<file path="src/rtl/fetch_pc_unit.sv">
// Fetch-stage program counter: boot/run sequencing, prioritised redirects with
// alignment checking, and a circular return-address stack for call/return prediction.
module fetch_pc_unit #(
  parameter int                 WIDTH_P        = 32,
  parameter logic [WIDTH_P-1:0] RESET_VECTOR_P = '0,
  parameter int                 RAS_DEPTH_P    = 4
) (
  input  logic               clk_i,
  input  logic               rst_i,
  input  logic               stall_i,
  input  logic               take_branch_i,
  input  logic [WIDTH_P-1:0] branch_target_i,
  input  logic               is_jalr_i,
  input  logic [WIDTH_P-1:0] jalr_target_i,
  input  logic               trap_i,
  input  logic [WIDTH_P-1:0] trap_vector_i,
  input  logic               ras_push_i,
  input  logic [WIDTH_P-1:0] ras_push_addr_i,
  input  logic               ras_pop_i,
  input  logic               fetch_ready_i,
  output logic               fetch_valid_o,
  output logic [WIDTH_P-1:0] pc_o,
  output logic               redirect_o,
  output logic               misaligned_o,
  output logic               ras_empty_o,
  output logic               ras_full_o
);

  localparam int PTR_W = $clog2(RAS_DEPTH_P);
  localparam int CNT_W = PTR_W + 1;

  localparam logic [0:0] BOOT = 1'b0;
  localparam logic [0:0] RUN  = 1'b1;

  logic [0:0]         state;
  logic [WIDTH_P-1:0] pc;
  logic               redirect;
  logic               misaligned;
  logic [PTR_W-1:0]   top;
  logic [CNT_W-1:0]   count;
  logic [WIDTH_P-1:0] ras [RAS_DEPTH_P];

  logic [PTR_W-1:0]   top_prev;
  logic [WIDTH_P-1:0] ras_top_entry;
  logic               ras_nonempty;
  logic               ras_is_full;

  logic               sel_valid;
  logic               sel_check;
  logic               sel_pop;
  logic [WIDTH_P-1:0] sel_target;
  logic               target_bad;
  logic               take_redirect;
  logic               do_pop;
  logic               advance;
  logic [WIDTH_P-1:0] pc_next;

  // top points at the next free slot, so the most recent entry sits one below it
  assign top_prev      = top - PTR_W'(1);
  assign ras_top_entry = ras[top_prev];
  assign ras_nonempty  = (count != '0);
  assign ras_is_full   = (count == CNT_W'(RAS_DEPTH_P));

  always_comb begin
    sel_valid  = 1'b0;
    sel_check  = 1'b0;
    sel_pop    = 1'b0;
    sel_target = '0;
    if (state == RUN) begin
      if (trap_i) begin
        sel_valid  = 1'b1;
        sel_target = trap_vector_i;
      end else if (is_jalr_i) begin
        sel_valid  = 1'b1;
        sel_check  = 1'b1;
        sel_target = {jalr_target_i[WIDTH_P-1:1], 1'b0};
      end else if (take_branch_i) begin
        sel_valid  = 1'b1;
        sel_check  = 1'b1;
        sel_target = branch_target_i;
      end else if (ras_pop_i && ras_nonempty) begin
        sel_valid  = 1'b1;
        sel_check  = 1'b1;
        sel_pop    = 1'b1;
        sel_target = ras_top_entry;
      end
    end
  end

  // A rejected redirect still suppresses the sequential advance
  assign target_bad    = sel_check && (sel_target[1:0] != 2'b00);
  assign take_redirect = sel_valid && !target_bad;
  assign do_pop        = take_redirect && sel_pop;
  assign advance       = (state == RUN) && !sel_valid && fetch_ready_i && !stall_i;

  always_comb begin
    pc_next = pc;
    if (take_redirect) begin
      pc_next = sel_target;
    end else if (advance) begin
      pc_next = pc + WIDTH_P'(4);
    end
  end

  always_ff @(posedge clk_i or posedge rst_i) begin
    if (rst_i) begin
      state      <= BOOT;
      pc         <= RESET_VECTOR_P;
      redirect   <= 1'b0;
      misaligned <= 1'b0;
    end else begin
      state      <= RUN;
      pc         <= pc_next;
      redirect   <= take_redirect;
      misaligned <= sel_valid && target_bad;
    end
  end

  // Push+pop together replaces the top in place, so pointer and count stay put
  always_ff @(posedge clk_i or posedge rst_i) begin
    if (rst_i) begin
      top   <= '0;
      count <= '0;
    end else if (ras_push_i && do_pop) begin
      top   <= top;
      count <= count;
    end else if (do_pop) begin
      top   <= top_prev;
      count <= count - CNT_W'(1);
    end else if (ras_push_i) begin
      top <= top + PTR_W'(1);
      if (!ras_is_full) begin
        count <= count + CNT_W'(1);
      end
    end
  end

  always_ff @(posedge clk_i) begin
    if (ras_push_i) begin
      if (do_pop) begin
        ras[top_prev] <= ras_push_addr_i;
      end else begin
        ras[top] <= ras_push_addr_i;
      end
    end
  end

  assign fetch_valid_o = (state == RUN);
  assign pc_o          = pc;
  assign redirect_o    = redirect;
  assign misaligned_o  = misaligned;
  assign ras_empty_o   = !ras_nonempty;
  assign ras_full_o    = ras_is_full;

endmodule

</file>
<file path="config.mk">
export PLATFORM = sky130hd
export DESIGN_NAME = fetch_pc_unit
export DESIGN_NICKNAME = d
export VERILOG_FILES = /design/src/rtl/fetch_pc_unit.sv
export SDC_FILE = /design/constraint.sdc
export NUM_CORES = 1
export LEC_CHECK = 0
export CORE_MARGIN = 4
export CORE_UTILIZATION = 45
export CTS_CLUSTER_DIAMETER = 150
export DETAILED_ROUTE_END_ITERATION = 6
export PLACE_DENSITY = 0.76
export SLEW_MARGIN = 20
export SYNTH_ARGS = -nofsm -noshare
export SYNTH_HDL_FRONTEND = slang
export SYNTH_SLANG_ARGS = --single-unit
export TNS_END_PERCENT = 30
</file>
<file path="constraint.sdc">
create_clock -name clk_i -period 7.8 [get_ports clk_i]
set_input_delay 2.34 -clock clk_i [delete_from_list [all_inputs] [get_ports clk_i]]
set_output_delay 2.34 -clock clk_i [all_outputs]
set_load 0.03 [all_outputs]
</file>
Word level (Yosys, flattened, before mapping) --
Memories as Yosys holds them, arrays and structs flattened. Cells that the tools add are included. W data, S select, Z words.
Storage, ports and cells: output and inout port bits 37, logic and storage cells 67, memories 1, memory bits (writable) 128, register bits after elaboration 40, input bits 137
Cells by class: muxes and demuxes 32, bitwise operators 1, reduce and logical (&&, ||, !) cells 20, equal/unequal tests 2, add/sub/neg operators 5
Memory list:
- ras | words 4, width 32, read ports 1, clocked after memory_dff 0, write ports 1, line 41 | logic [WIDTH_P-1:0] ras [RAS_DEPTH_P];
Operators by type and width (number):
- $mux W32 | 8
- $add A32 B3 Y32 const B | 1
- $reduce_or A32 Y1 | 1
- $mux W1 | 18
- $logic_and A1 B1 Y1 | 9
- $mux W3 | 3
- $mux W2 | 3
- $reduce_bool A2 Y1 | 3
- $logic_not A1 Y1 | 4
- $add A3 B1 Y3 const B | 1
- $eq A3 B3 Y1 const B | 1
- $reduce_and A3 Y1 | 1
- $reduce_bool A3 Y1 | 1
- $sub A3 B1 Y3 const B | 1
- $add A2 B1 Y2 const B | 1
- $ne A2 B1 Y1 const B | 1
- $reduce_and A2 Y1 | 1
- $sub A2 B1 Y2 const B | 1
- $not A1 Y1 | 1

Depth between registers and ports, before layout --
Gate-level depths: netlist of the first run.
word-level depth 17, mapped depth 11, mapped depth without buffers 9

Worst setup path before layout of the first run --
Ideal clock, no wire load.
path kind input-to-reg, start point input port trap_i, end point memory ras[2][0] (enable), setup time 0.425 ns, data required time 7.375 ns, setup slack 1.851 ns, arrival time 5.524 ns, buffers on the path 2, cell stages on the path 11, path through clkbuf_1 -> inv_1 -> o221a_2 -> a221oi_4 -> and2_0 -> buf_2 -> inv_1 -> ha_1 -> nor2b_1 -> mux2i_1 -> nor2b_1
Between the ends: word-level cells in the longest chain between the ends 12, elaborated cells between the ends (all ways) 22, classes of those cells 16 x mux; 6 x reduce/logical
Ends and longest elaborated chain:
- start: declaration | line 15 | input logic trap_i,
- $mux W32 | line 70 | if (trap_i) begin
- $mux W32 | line 69 | if (state == RUN) begin
- $reduce_bool A2 Y1 | line 91 | assign target_bad = sel_check && (sel_target[1:0] != 2'b00);
- $logic_and A1 B1 Y1 | line 91
- $logic_not A1 Y1 | line 92 | assign take_redirect = sel_valid && !target_bad;
- $logic_and A1 B1 Y1 | line 92
- $logic_and A1 B1 Y1 (*) | line 93 | assign do_pop = take_redirect && sel_pop;
- $mux W1 | line 140 | if (do_pop) begin
- $mux W1 | line 139 | if (ras_push_i) begin
- $mux W1 (not written as such) | line 143 | ras[top] <= ras_push_addr_i;
- $reduce_or A32 Y1 (no source line)
- $mux W2 (no source line) or $mux W1 (tied branches)
- end: declaration | line 41
Mark *: on every way between the ends. The rest lies on a longest branch, timed or not.

Worst setup path in the final report of the first run --
start point input port is_jalr_i, end point memory ras[1][17] (enable)
Between the ends: word-level cells in the longest chain between the ends 13, elaborated cells between the ends (all ways) 25, classes of those cells 19 x mux; 6 x reduce/logical
Ends and longest elaborated chain:
- start: declaration | line 13 | input logic is_jalr_i,
- $mux W32 | line 73 | end else if (is_jalr_i) begin
- $mux W32 | line 70
- $mux W32 | line 69
- $reduce_bool A2 Y1 | line 91
- $logic_and A1 B1 Y1 | line 91
- $logic_not A1 Y1 | line 92
- $logic_and A1 B1 Y1 | line 92
- $logic_and A1 B1 Y1 (*) | line 93
- $mux W1 | line 140
- $mux W1 | line 139
- $mux W1 (not written as such) | line 143
- $reduce_or A32 Y1 (no source line)
- $mux W2 (no source line) or $mux W1 (tied branches)
Marked as above.

==> flow_summary_export.csv, run 1 <==
group,metric,value,unit
status,result_of_the_run,"finished, final reports clean",
clocking,cts_hold_buf,0,
timing,achievable-frequency,148,MHz
timing,rsz0062_at_grt,"no",
yosys,syn_nets,696,
grt,grt_start_max_net_pins,56,
grt,grt_antenna_before_repair,1,
worst_setup_path,critical_path.max_fanout,42,
clocking,clock_insertion_delay_worst_skew,0.43,ns
yosys,netlist_instances,554,
worst_setup_path,startpoint,"is_jalr_i",
placed_design,dp_cells,917,
grt,grt_first_pass_wirelength,31.4,mm
timing,worst_hold_check_slack,0.557,ns
clocking,cts_sinks,168,
clocking,cts.repair.resized,0,
cells_and_area,drive_gt1_share,11.2,%
floorplanning,chipWidth,140,µm
worst_setup_path,end_kind,"flop",
job,cap_viol_max_count,0,
power_and_ir_drop,post-layout-total-power,3.03,mW
grt,grt_pass1_vias,5580,
timing,timing.setup.tns,0,ns
yosys,yosys_warnings,0,
route,detail_route.iter0.violations,384,
clocking,tritoncts,"done",
timing,setup_violations,0,
placed_design,post_dp_cell_area,9680,µm²
cells_and_area,layout.cells.most_common,"clkdlybuf4s50_1",
yosys,asyncSetResetFlopFracSynth,23.8,%
worst_setup_path,reg2reg_from,"top[0]",
timing,period_minus_ws_final,6.75,ns
timing,actual_slew_at_the_worst_max_slew_pin,0.983,ns
cells_and_area,syn_to_final_growth,32.4,%
placed_design,place_worst_setup_slack,0.655,ns
route,ant_nets,0,
cells_and_area,numnets_final,858,
worst_setup_path,criticalPathCategory,"primary input to flop",
floorplanning,initial_core_util,46.5,%
timing,timing_max_transition_violations_final,0,
route,num_vias,5519,
cells_and_area,mostFrequentLayoutCells,"clkdlybuf4s50_1 (171), edfxtp_1 (128), dfrtp_1 (39)",
clocking,cts_root_buffer,"clkbuf_16",
worst_setup_path,startpoint_type,"primary input",
cells_and_area,final_standard_cell_count_with_taps_included_and_fillers_excluded,950,
cells_and_area,utilization_after_layout,61.5,%
hold_path,hold_class,"flop to flop",
placed_design,io_buffer_count,172,
yosys,synth.yosys.seq_area_share,62.2,%
grt,grt.overflow.total,0,
route,drt-pass1-iter-count,6,
cells_and_area,final_area,10300,µm²
hold_path,hold_path.startpoint,"pc_o[0]",
clocking,clk_pin_slew,0.07,ns
route,routed_via_density,5.81,
power_and_ir_drop,power_leakage,3.61,nW
timing,slew_headroom,34.5,%
floorplanning,die_area,19500,µm²
floorplanning,number_of_placement_rows,47,
yosys,postSynthAreaPerCell,14.1,µm²
timing,report.final.hold_viol_count,0,
grt,global_route.usage.total,21.1,%
worst_setup_path,arrival,6.79,ns
clocking,cts_buffers,17,
floorplanning,coreArea,16800,µm²
placed_design,gp_congestion,0.933,
clocking,postCtsSetupBuffers,0,
yosys,most_frequently_used_flop_master_after_synthesis,"edfxtp_1",
yosys,synth.distinct_cells,52,
timing,setup_ws,1.05,ns
floorplanning,chipHeight,140,µm
route,wirelength,20.8,mm
power_and_ir_drop,peakVddDrop,0.290,mV
timing,clock_skew,0.0122,ns
placed_design,hpwlAfterDp,14.8,mm
route,avgRoutedWirePerCell,21.9,µm
yosys,count_of_flip_flops_with_a_built_in_enable_after_synthesis,128,
yosys,post_synth_instance_area,7790,µm²
floorplanning,i_o_pins,174,
route,route.detailed.drc,0,
timing,final_min_period_over_clock_period,86.5,%
clocking,cts_buffer_depth,2,
worst_setup_path,cp_data_required_time,7.85,ns
power_and_ir_drop,power-per-cell-area,293,nW/µm²
yosys,synth-seq-cells,168,
clocking,h_tree_lvls,4,
## flip-flops by register name (all words and copies together) (netlist names)
name           count
misaligned_o       1
redirect_o         1
count              3
ras              128
top                2
pc_o              32
fetch_valid_o      1
## report_power, final
| group | switching (mW) | total, mW | internal (mW) |
|---|---|---|---|
| clock network | 0.346 | 0.889 | 0.543 |
| registers | 0.0872 | 1.25 | 1.16 |
| logic | 0.482 | 0.891 | 0.409 |
| total | 0.915 | 3.03 | 2.11 |
## cell families after synthesis
family | after synthesis | synth area share, %
flops | 168 | 62.2
simple gates | 149 | 9.64
compound gates | 97 | 8.83
mux | 55 | 12.2
buf+inv | 49 | 2.78
xor+xnor | 30 | 3.37
fa+ha+maj | 5 | 0.899
other cells | 1 | 0.0481
## worst paths after layout
path / endpoint / slack, ns / depth (start not counted)
min in group asynchronous: pc_o[0] / 2.34 / 3
max: ras[1][17] / 1.05 / 11
min reg2reg: pc_o[0] / 0.56 / 2
min: pc_o[0] / 0.56 / 2
max reg2reg: ras[1][17] / 3.43 / 10
max in group asynchronous: top[0] / 5.05 / 3
## layer usage
layer | routed length (µm) | global-route usage (%)
met4 | 560 | 8.36
met2 | 10800 | 35.6
met5 | 0 | 0
met3 | 1270 | 5.49
met1 | 8200 | 26.1
## worst max-delay path: stages
cell and delay, ns:
clkdlybuf4s50_1 0.46, buf_4 0.40, clkinv_1 0.81, o221a_2 0.55
a221oi_4 0.38, and2_0 0.36, inv_1 0.15, ha_1 0.24
nor2b_1 0.16, and2_1 0.18, mux2_2 0.75
## synthesized netlist by cell type (6+ instances only)
library cell | number | area (µm²)
mux2i_1 | 21 | 210
mux4_2 | 32 | 721
nor3_1 | 33 | 165
and3_1 | 10 | 62.6
inv_1 | 11 | 41.3
xnor2_1 | 17 | 149
xor2_1 | 13 | 114
nand3_1 | 12 | 60.1
nand4_1 | 10 | 62.6
nor2_1 | 38 | 143
and2_1 | 6 | 37.5
nand2_1 | 23 | 86.3
o21ai_0 | 12 | 60.1
a221oi_1 | 24 | 210
dfrtp_1 | 40 | 1000
a21oi_1 | 36 | 180
edfxtp_1 | 128 | 3840
clkbuf_1 | 24 | 90.1
## area by class of cell
cell class,count,area [µm²]
multi-input combinational,337,2740
sequential,168,4850
inverter,12,45.0
clock buffer,20,437
fill,1278,6450
timing repair buffer,180,1780
antenna,1,2.50
tap,220,275
clock inverter,12,189
No activity file was read; power rests on OpenSTA's default activity.
==> run 2, diff against run 1 <==
--- a/config.mk
+++ b/config.mk
@@ -5,9 +5,9 @@
 export SDC_FILE = /design/constraint.sdc
 export NUM_CORES = 1
 export LEC_CHECK = 0
-export CORE_MARGIN = 4
+export CORE_MARGIN = 10
 export CORE_UTILIZATION = 45
-export CTS_CLUSTER_DIAMETER = 150
+export CTS_CLUSTER_DIAMETER = 40
 export DETAILED_ROUTE_END_ITERATION = 6
 export PLACE_DENSITY = 0.76
 export SLEW_MARGIN = 20
==> run 2 against run 1 <==
Against the previous run:
- die area is 18% higher
- largest power group unchanged
- via count down 0.11%
- first-iteration DRC count fell by 1.8%
- worst setup slack better by 0.59 ns
- sequential cell count unchanged
- clock power shrank 11%
==> flow_summary_export.csv, run 2 (synthesis gave the netlist of run 1 again) <==
group,metric,value,unit
power_and_ir_drop,power.share.switching,31.4,%
timing,final_min_period_over_clock_period,78.9,%
route,num_vias,5513,
worst_setup_path,startpoint_type,"primary input",
cells_and_area,layout.filler_cells,1301,
clocking,cts_buffers,17,
grt,grt_pass1_vias,5842,
clocking,tritoncts,"done",
floorplanning,die_area,23000,µm²
cells_and_area,mostFrequentLayoutCells,"clkdlybuf4s50_1 (171), edfxtp_1 (128), dfrtp_1 (39)",
cells_and_area,layout.cells.most_common,"clkdlybuf4s50_1",
floorplanning,coreArea,17100,µm²
worst_setup_path,timing.critical_path.slowest_stage_cell,"mux2_2",
floorplanning,initial_core_util,45.5,%
grt,grt.overflow.total,0,
timing,actual_slew_at_the_worst_max_slew_pin,1.03,ns
grt,grt_first_pass_wirelength,33.0,mm
grt,global_route.usage.total,19.0,%
clocking,postCtsSetupBuffers,0,
clocking,cts_root_buffer,"clkbuf_16",
power_and_ir_drop,switchingPower,920,µW
grt,grt_start_max_net_pins,56,
timing,slew_headroom,31.2,%
route,ant_nets,0,
timing,rsz0062_at_grt,"no",
clocking,cts_sinks,168,
floorplanning,number_of_placement_rows,48,
clocking,clk_pin_slew,0.07,ns
timing,setup_ws,1.64,ns
cells_and_area,drive_gt1_share,11.5,%
timing,timing.setup.tns,0,ns
worst_setup_path,end_kind,"flop",
floorplanning,chipHeight,152,µm
placed_design,io_buffer_count,172,
cells_and_area,largest_register,"ras",
floorplanning,chipWidth,152,µm
route,wirelength,21.9,mm
worst_setup_path,critical_path.cell_chain,"clkdlybuf4s50_1 -> buf_4 -> clkinv_1 -> buf_4 -> o221a_2 -> a221oi_4 -> and2_0 -> inv_1 -> ha_1 -> nor2b_1 -> and2_1 -> mux2_2",
placed_design,gp_congestion,0.920,
route,avgRoutedWirePerCell,22.9,µm
timing,report.final.hold_viol_count,0,
route,routed_via_density,5.77,
floorplanning,i_o_pins,174,
cells_and_area,syn_to_final_growth,31.6,%
status,result_of_the_run,"finished, final reports clean",
clocking,clock_insertion_delay_worst_skew,0.42,ns
timing,setup_violations,0,
worst_setup_path,cp_data_required_time,7.85,ns
worst_setup_path,critical_path.max_fanout,37,
power_and_ir_drop,clock_power_share,27.0,%
worst_setup_path,criticalPathCategory,"primary input to flop",
clocking,h_tree_lvls,4,
power_and_ir_drop,power-per-cell-area,286,nW/µm²
cells_and_area,number_of_flip_flops_under_the_largest_register_name,128,
route,detail_route.iter0.violations,377,
clocking,cts_hold_buf,0,
clocking,cts.repair.resized,0,
grt,grt_antenna_before_repair,1,
worst_setup_path,cp_slowest_stage_delay,0.75,ns
cells_and_area,numnets_final,858,
worst_setup_path,arrival,6.20,ns
power_and_ir_drop,peakVddDrop,0.187,mV
timing,period_minus_ws_final,6.16,ns
timing,timing_max_transition_violations_final,0,
timing,achievable-frequency,162,MHz
clocking,cts_buffer_depth,2,
power_and_ir_drop,power_leakage,3.57,nW
placed_design,place_worst_setup_slack,1.26,ns
placed_design,hpwlAfterDp,15.8,mm
timing,clock_skew,0.00855,ns
worst_setup_path,cpMostUsedCell,"buf_4",
route,route.detailed.drc,0,
hold_path,hold_class,"flop to flop",
power_and_ir_drop,internal_power,2.01,mW
power_and_ir_drop,combinationalPowerShare,30.6,%
job,cap_viol_max_count,0,
route,drt-pass1-iter-count,6,
power_and_ir_drop,power_frac_seq,42.5,%
==> run 2: critical path, delay by kind of cell <==
kind / cells / cell delay [ns]
buf+inv: 5 / 1.50
mux: 1 / 0.75
compound gates: 2 / 0.69
fa+ha+maj: 1 / 0.24
simple gates: 3 / 0.64
==> run 2: cell type report <==
class                   instances  area (µm²)  share of cell area [%]
diodes                          1        2.50                  0.0244
clock buffers                  18         429                    4.19
clock inverters                14         126                    1.23
inverters                      12        45.0                   0.440
multi-input cells             337        2740                    26.7
flip-flops and latches        168        4850                    47.3
well taps                     225         282                    2.75
repair buffers                180        1780                    17.3
==> run 2: stage by stage <==
step | total power, mW | utilization (%) | hold slack (ns) | instance area, µm² | std cells
6_report | 2.93 | 59.9 | 0.559 | 10200 | 955
5_1_grt | 3.06 | 59.9 | 0.589 | 10200 | 954
4_1_cts | 2.96 | 59.8 | 0.563 | 10200 | 954
3_5_place_dp | 2.17 | 56.6 | 0.548 | 9690 | 922
3_3_place_gp | 2.14 | 56.6 | 0.524 | 9690 | 922
2_1_floorplan | 1.82 | - | 0.503 | 7790 | 554
==> run 2: worst paths after layout <==
kind / end / depth (start not counted) / startpoint / slack (ns)
worst max-delay path: ras[1][30] / 12 / is_jalr_i / 1.64
min in group asynchronous: pc_o[1] / 3 / rst_i / 2.34
worst max register to register: ras[1][30] / 10 / top[0] / 3.46
max in group asynchronous: top[0] / 3 / rst_i / 5.07
worst min register to register: pc_o[1] / 2 / pc_o[1] / 0.56
worst min-delay path: pc_o[1] / 2 / pc_o[1] / 0.56
==> run 2: metal layers <==
metal	GRT usage, %	share of wire, %
met4	5.96	1.6
met1	22.8	38
met2	32.6	52
met3	5.14	8.0
met5	0	0
==> run 2: power by group through the flow <==
stage / clock (mW) / combinational, mW / sequential [mW]
after global placement: 0 / 0.896 / 1.25
after floorplan: 0 / 0.509 / 1.31
after CTS: 0.801 / 0.910 / 1.24
after global routing: 0.841 / 0.963 / 1.26
after detailed placement: 0 / 0.905 / 1.26
final: 0.790 / 0.895 / 1.24
==> run 3, diff against run 2 <==
==> constraint.sdc (replaced) <==
create_clock -name clk_i -period 5.91 [get_ports clk_i]
set_input_delay 1.773 -clock clk_i [delete_from_list [all_inputs] [get_ports clk_i]]
set_output_delay 1.773 -clock clk_i [all_outputs]
set_load 0.03 [all_outputs]
==> run 3 against run 2 <==
Against the previous run:
- utilization up 0.15 points
- via count up 2.1%
- critical endpoint is now ras[3][21]
- sequential cell count unchanged
- sequential power grew 33%
- combinational power rose by 34%
- critical path depth decreased by 1
==> flow_summary_export.csv, run 3 (synthesis gave the netlist of run 1 again) <==
group,metric,value,unit
clocking,cts_buffer_depth,2,
grt,grt_first_pass_wirelength,33.5,mm
floorplanning,die_area,23000,µm²
timing,report.final.hold_viol_count,0,
timing,period_minus_ws_final,4.87,ns
route,num_vias,5629,
power_and_ir_drop,post-layout-total-power,3.89,mW
worst_setup_path,critical_path.max_fanout,32,
clocking,cts_root_buffer,"clkbuf_16",
power_and_ir_drop,peakVddDrop,0.226,mV
clocking,postCtsSetupBuffers,0,
route,route.detailed.drc,0,
clocking,cts_buffers,17,
timing,clock_skew,0.00919,ns
route,avgRoutedWirePerCell,23.4,µm
cells_and_area,layout.cells.most_common,"clkdlybuf4s50_1",
cells_and_area,mostFrequentLayoutCells,"clkdlybuf4s50_1 (171), edfxtp_1 (128), dfrtp_1 (39)",
floorplanning,initial_core_util,45.5,%
clocking,cts_hold_buf,0,
floorplanning,number_of_placement_rows,48,
cells_and_area,drive_gt1_share,12.0,%
timing,achievable-frequency,205,MHz
floorplanning,i_o_pins,174,
power_and_ir_drop,power-per-cell-area,378,nW/µm²
power_and_ir_drop,power_leakage,3.59,nW
cells_and_area,numnets_final,862,
route,detail_route.iter0.violations,540,
worst_setup_path,end_kind,"flop",
grt,grt.overflow.total,0,
placed_design,gp_congestion,0.904,
timing,timing.setup.tns,0,ns
cells_and_area,number_of_flip_flops_under_the_largest_register_name,128,
timing,final_min_period_over_clock_period,82.4,%
clocking,clock_insertion_delay_worst_skew,0.42,ns
worst_setup_path,reg2reg_from,"top[1]",
timing,slew_headroom,42.0,%
cells_and_area,syn_to_final_growth,31.9,%
cells_and_area,largest_register,"ras",
cells_and_area,layout.filler_cells,1318,
cells_and_area,diodes,0,
timing,rsz0062_at_grt,"no",
clocking,clk_pin_slew,0.06,ns
worst_setup_path,startpoint_type,"primary input",
timing,timing_max_transition_violations_final,0,
route,ant_nets,0,
grt,grt_start_max_net_pins,47,
worst_setup_path,criticalPathCategory,"primary input to flop",
worst_setup_path,cp_data_required_time,5.97,ns
grt,global_route.usage.total,19.3,%
timing,actual_slew_at_the_worst_max_slew_pin,0.869,ns
route,wirelength,22.4,mm
grt,grt_pass1_vias,5838,
worst_setup_path,startpoint,"take_branch_i",
hold_path,hold_class,"flop to flop",
grt,grt_antenna_before_repair,0,
placed_design,place_worst_setup_slack,0.704,ns
worst_setup_path,arrival,4.93,ns
floorplanning,coreArea,17100,µm²
timing,setup_violations,0,
route,routed_via_density,5.88,
floorplanning,chipWidth,152,µm
hold_path,hold_path.startpoint,"pc_o[0]",
clocking,tritoncts,"done",
clocking,cts.repair.resized,0,
floorplanning,chipHeight,152,µm
clocking,h_tree_lvls,4,
timing,worst_hold_check_slack,0.553,ns
route,drt-pass1-iter-count,5,
placed_design,hpwlAfterDp,16.1,mm
job,cap_viol_max_count,0,
timing,setup_ws,1.04,ns
clocking,cts_sinks,168,
status,result_of_the_run,"finished, final reports clean",
cells_and_area,final_standard_cell_count_with_taps_included_and_fillers_excluded,958,
placed_design,io_buffer_count,172,
placed_design,dp_cells,926,
==> run 3: worst max-delay path, cell delays in order <==
cell             delay [ns]
clkdlybuf4s50_1        0.60
a21o_1                 0.24
a31o_2                 0.23
a221oi_4               0.40
and2_0                 0.38
inv_1                  0.15
ha_1                   0.24
nor2b_1                0.16
and2_1                 0.16
mux2_2                 0.16
buf_4                  0.41
==> run 3: worst paths after layout <==
path | endpoint | slack [ns] | cells past startpoint
setup / recovery | ras[3][21] | 1.04 | 11
hold / removal | pc_o[0] | 0.55 | 2
setup reg to reg | ras[3][21] | 2.00 | 11
hold reg to reg | pc_o[0] | 0.55 | 2
max in group asynchronous | top[0] | 3.74 | 3
min in group asynchronous | pc_o[0] | 1.78 | 3
==> run 3: per-layer routing <==
layer / vias up / track usage (%) / part of all wire (%)
li1: 2508 / - / -
met2: 255 / 31.8 / 51
met4: 0 / 7.53 / 2.9
met3: 46 / 6.09 / 7.8
met1: 2820 / 23.2 / 38
met5: - / 0 / 0
==> run 3: final cells by class <==
type	instances	area [µm²]	area share [%]
clock buffers	19	433	4.21
clock inverters	13	121	1.18
inverters	12	45.0	0.438
multi-input cells	337	2740	26.7
flip-flops and latches	168	4850	47.2
well taps	225	282	2.74
repair buffers	184	1810	17.6
==> run 3: per-stage QoR <==
| stage | utilization, % | area (µm²) |
|---|---|---|
| global placement | 56.8 | 9720 |
| finish | 60.0 | 10300 |
| detailed placement | 56.8 | 9720 |
| CTS | 60.0 | 10300 |
| floorplan | - | 7790 |
| global route | 60.0 | 10300 |
==> run 3: report_power, final <==
| group | switching, mW | internal (mW) |
|---|---|---|
| Clock | 0.459 | 0.584 |
| Combinational | 0.653 | 0.545 |
| Sequential | 0.118 | 1.53 |
| Total | 1.23 | 2.66 |
